===== src/rtl/pipe_stage_buf.sv =====
// Generic pipeline stage buffer: a DEPTH-entry circular FIFO with a valid/ready handshake and a synchronous flush.
// Defining PIPE_STAGE_PERF_EN adds the saturating stall_cycles counter output.
module pipe_stage_buf #(
    parameter int WIDTH      = 64,
    parameter int DEPTH      = 1,
    parameter bit READY_PASS = 1'b1
) (
    input  logic                       clk,
    input  logic                       rst,
    input  logic                       in_valid,
    input  logic [WIDTH-1:0]           in_data,
    output logic                       in_ready,
    output logic                       out_valid,
    output logic [WIDTH-1:0]           out_data,
    input  logic                       out_ready,
    input  logic                       flush,
    output logic [$clog2(DEPTH+1)-1:0] count
`ifdef PIPE_STAGE_PERF_EN
    ,
    output logic [31:0]                stall_cycles
`endif
);

    localparam int CNT_W = $clog2(DEPTH + 1);
    localparam int PTR_W = (DEPTH > 1) ? $clog2(DEPTH) : 1;
    localparam logic [PTR_W-1:0] LAST_PTR = PTR_W'(DEPTH - 1);
    localparam logic [CNT_W-1:0] FULL_CNT = CNT_W'(DEPTH);

    logic [WIDTH-1:0] mem_q [DEPTH];
    logic [WIDTH-1:0] mem_d [DEPTH];
    logic [PTR_W-1:0] wr_ptr_q, wr_ptr_d;
    logic [PTR_W-1:0] rd_ptr_q, rd_ptr_d;
    logic [CNT_W-1:0] count_q, count_d;
    logic             has_space;
    logic             push;
    logic             pop;

    function automatic logic [PTR_W-1:0] ptr_inc(input logic [PTR_W-1:0] p);
        return (p == LAST_PTR) ? '0 : p + PTR_W'(1);
    endfunction

    // A transfer happens on an edge where valid and ready are both high and
    // flush is low; valid never waits on ready, and ready may depend on
    // out_ready only when READY_PASS lets a same-cycle pop make room.
    always_comb begin
        has_space = (count_q != FULL_CNT);
        in_ready  = has_space | (READY_PASS & out_ready);
        out_valid = (count_q != '0);
        push      = in_valid & in_ready & ~flush;
        pop       = out_valid & out_ready & ~flush;
        count     = count_q;
    end

    // Head entry is a pure register mux, so out_data has no path from in_data.
    always_comb begin
        out_data = mem_q[0];
        for (int i = 1; i < DEPTH; i++) begin
            if (rd_ptr_q == PTR_W'(i)) out_data = mem_q[i];
        end
    end

    always_comb begin
        mem_d    = mem_q;
        wr_ptr_d = wr_ptr_q;
        rd_ptr_d = rd_ptr_q;
        count_d  = count_q;
        for (int i = 0; i < DEPTH; i++) begin
            if (push && (wr_ptr_q == PTR_W'(i))) mem_d[i] = in_data;
        end
        if (flush) begin
            wr_ptr_d = '0;
            rd_ptr_d = '0;
            count_d  = '0;
        end else begin
            if (push) wr_ptr_d = ptr_inc(wr_ptr_q);
            if (pop)  rd_ptr_d = ptr_inc(rd_ptr_q);
            if (push && !pop)      count_d = count_q + CNT_W'(1);
            else if (pop && !push) count_d = count_q - CNT_W'(1);
        end
    end

    always_ff @(posedge clk or negedge rst) begin
        if (!rst) begin
            for (int i = 0; i < DEPTH; i++) mem_q[i] <= '0;
            wr_ptr_q <= '0;
            rd_ptr_q <= '0;
            count_q  <= '0;
        end else begin
            mem_q    <= mem_d;
            wr_ptr_q <= wr_ptr_d;
            rd_ptr_q <= rd_ptr_d;
            count_q  <= count_d;
        end
    end

`ifdef PIPE_STAGE_PERF_EN
    logic [31:0] stall_q, stall_d;

    // Only reset clears the counter; flush cycles are neither counted nor clearing.
    always_comb begin
        stall_d = stall_q;
        if (in_valid && !in_ready && !flush && (stall_q != 32'hFFFF_FFFF)) begin
            stall_d = stall_q + 32'd1;
        end
    end

    always_ff @(posedge clk or negedge rst) begin
        if (!rst) stall_q <= '0;
        else      stall_q <= stall_d;
    end

    assign stall_cycles = stall_q;
`endif

endmodule


===== config.mk =====
export PLATFORM = sky130hd
export DESIGN_NAME = pipe_stage_buf
export DESIGN_NICKNAME = d
export VERILOG_FILES = /design/src/rtl/pipe_stage_buf.sv
export SDC_FILE = /design/constraint.sdc
export NUM_CORES = 1
export LEC_CHECK = 0
export BUFFER_PORTS_ARGS = -buffer_cell sky130_fd_sc_hd__buf_2
export CORE_ASPECT_RATIO = 0.75
export CORE_MARGIN = 2
export CORE_UTILIZATION = 41
export DETAILED_ROUTE_END_ITERATION = 12
export PLACE_DENSITY = 0.8
export SLEW_MARGIN = 20
export SYNTH_ARGS = -nofsm -noshare
export SYNTH_HDL_FRONTEND = slang
export SYNTH_SLANG_ARGS = --single-unit

===== constraint.sdc =====
create_clock -name clk -period 1.45 [get_ports clk]
set_input_delay 0.29 -clock clk [delete_from_list [all_inputs] [get_ports clk]]
set_output_delay 0.29 -clock clk [all_outputs]
set_load 0.05 [all_outputs]

==> flow_summary.ini <==
[outcome]
status = finished with violations
violations = negative setup slack

[synthesis]
synth_area_sq_um = 2750
synth-compound-area-share_pct = 0
ys_ff_latch = 65
seq_area_frac_synth_pct = 59.2
synthCells = 142
synth.area.mux_share_pct = 34.4
postSynthAreaPerCell_sq_um = 19.4
synth.net_count = 211
yosys.area_share.simple_pct = 1.23
yosysWarnings = 0
synthXorXnorAreaFrac_pct = 0
synth_cell_types = 10
synthAdderAreaFrac_pct = 0
synth_top_family_by_area = multiplexers

[min_path]
worst_hold_startpoint = flush
min_path_type = input pin to register
holdPathStages = 2

[die]
die_w_microns = 98.6
dieArea_sq_um = 7380
io_pins = 136
start_util_pct = 43.1
rows = 25
fp.dieH_microns = 74.9
core-area_sq_um = 6380

[grt]
grt_pass1_wl_microns = 9110
grt_pass1_vias = 1749
grt_max_degree = 66
overflow = 0
groute.usage.overall_pct = 16.5
antenna_found_initial = 0

[clock_tree]
cts_buffers = 9
insertion_delay_ps = 340
cts_tree = yes
numClockSinks = 65
cts_root_buf = clkbuf_8
clk_path_buf_depth = 2
clk_pin_slew_worst_paths_ps = 70
h-tree-depth = 3

[layout]
area_growth_pct = 40.2
final_core_util_pct = 60.4
diodes = 0
nets = 364
layout-drive-gt1-share_pct = 77.7
n_fill_cell = 510

[critical_path]
cp-startpoint = count
reg2reg_from = count
r2r_cells = 5
worstPathArrival_ps = 1780
worstPathMaxFanout = 13
cp.required_ps = 1670
worstSetupPathType = register to register
cp-start-kind = register
endpoint_kind = register

[timing]
hold_viol_final = 0
clock_skew_ps = 6.47
drv_slew = 0
setup_viol = 65
fin_ws_ps = -101
rsz0062_at_grt = yes
post-route-period-util_pct = 107
max_freq_mhz = 645
layout_min_cycle_time_ps = 1550
setup_tns_ps = -4830
max-slew-margin-rel_pct = 76.4
holdWs_ps = 149
worst_pin_slew_ps = 355

[route]
drt_first_iter_violations = 33
drt-pass1-iter-count = 4
drc = 0
wl_per_cell_microns = 15.5
drt-total-wl_microns = 5900
postRouteAntennaNets = 0
vias = 1719
drt-vias-per-instance = 4.51

[power_and_ir_drop]
power.leakage_nw = 2.00
power.density_nw_per_um2 = 1570
power_mw = 6.04
max-vdd-ir-drop_mv = 0.747

[placement]
dpl.hpwl_microns = 4080
portBuffers = 135
place_congestion = 0.732

[job]
maxCapViolCount = 0
logic make-up after synthesis:
logic type    Yosys count
buf+inv                 9
flops                  65
mux                    64
simple gates            4
area by class of cell:
type | count | area, sq um | area share, %
flip-flops and latches | 65 | 1630 | 42.2
multi-input cells | 68 | 1000 | 26.0
repair buffers | 150 | 925 | 24.0
inverters | 1 | 3.75 | 0.0974
clock inverters | 7 | 71.3 | 1.85
well taps | 81 | 101 | 2.63
clock buffers | 9 | 124 | 3.21
power by group:
part / internal [mW] / leakage (nW) / total (mW) / switching [mW]
Clock: 0.789 / 0.0912 / 1.51 / 0.721
Combinational: 0.771 / 1.14 / 2.24 / 1.47
Sequential: 2.12 / 0.764 / 2.30 / 0.175
final timing paths:
| kind | slack [ps] | to |
|---|---|---|
| hold / removal | 150 | count |
| setup reg to reg | -100 | out_data[24] |
| hold reg to reg | 500 | out_data[36] |
| max in group asynchronous | 650 | out_data[51] |
| setup / recovery | -100 | out_data[24] |
| min in group asynchronous | 480 | out_data[10] |
placed cells by master (no fill, tap or decap):
cell / netlist / routed
buf_2: 0 / 132
mux2_4: 60 / 64
dfrtp_1: 65 / 64
clkbuf_8: 0 / 9
buf_4: 1 / 5
buf_12: 6 / 5
clkinvlp_4: 0 / 3
buf_6: 1 / 3
nor2_1: 2 / 2
clkinv_2: 0 / 2
buf_8: 0 / 2
nor2b_4: 1 / 1
inv_2: 0 / 1
nor3b_4: 0 / 1
clkinv_4: 0 / 1
bufinv_16: 0 / 1
clkbuf_16: 0 / 1
dfrtp_2: 0 / 1
dlygate4sd3_1: 0 / 1
buf_16: 0 / 1
routing by layer:
metal  vias to the layer above  share of wire (%)  GRT usage, %
met5                         -                  0             0
met4                         0                1.1          5.02
met3                         6                9.3          7.99
met2                        95                 43          23.4
met1                       821                 46          22.6
li1                        797                  -             -
critical path, stage by stage, from the launching register on:
cell,delay [ps]
dfrtp_2,400
nor2b_4,130
nor3b_4,250
buf_12,180
buf_12,160
mux2_4,300
cell usage after synthesis (all sizes together):
cell type | instances | area share [%]
buf | 8 | 5.1
inv | 1 | 0.14
nor3b | 1 | 0.46
mux2 | 64 | 34
dfrtp | 65 | 59
nor2b | 1 | 0.50
nor2 | 2 | 0.27
per-stage QoR:
step | area [sq um] | worst slack (ps) | cells
2_1_floorplan | 2750 | -158 | 142
4_1_cts | 3830 | -114 | 381
3_5_place_dp | 3540 | -105 | 360
6_report | 3850 | -101 | 381
5_1_grt | 3850 | -165 | 381
3_3_place_gp | 3540 | -55.3 | 360
flip-flops by register name (all words and copies together), names as in the netlist:
register / flops
count: 1
out_data: 64
what timing repair did:
| action | CTS | global route |
|---|---|---|
| endpoints found under the hold margin | 65 | 0 |
| resized for setup | 15 | 2 |
| setup endpoints to repair | 64 | 67 |
| setup buffers | 3 | 0 |
| pin swaps | 0 | 1 |
| gates cloned | 1 | 1 |
| hold buffers | 1 | 0 |
No activity file was read; power rests on OpenSTA's default activity.
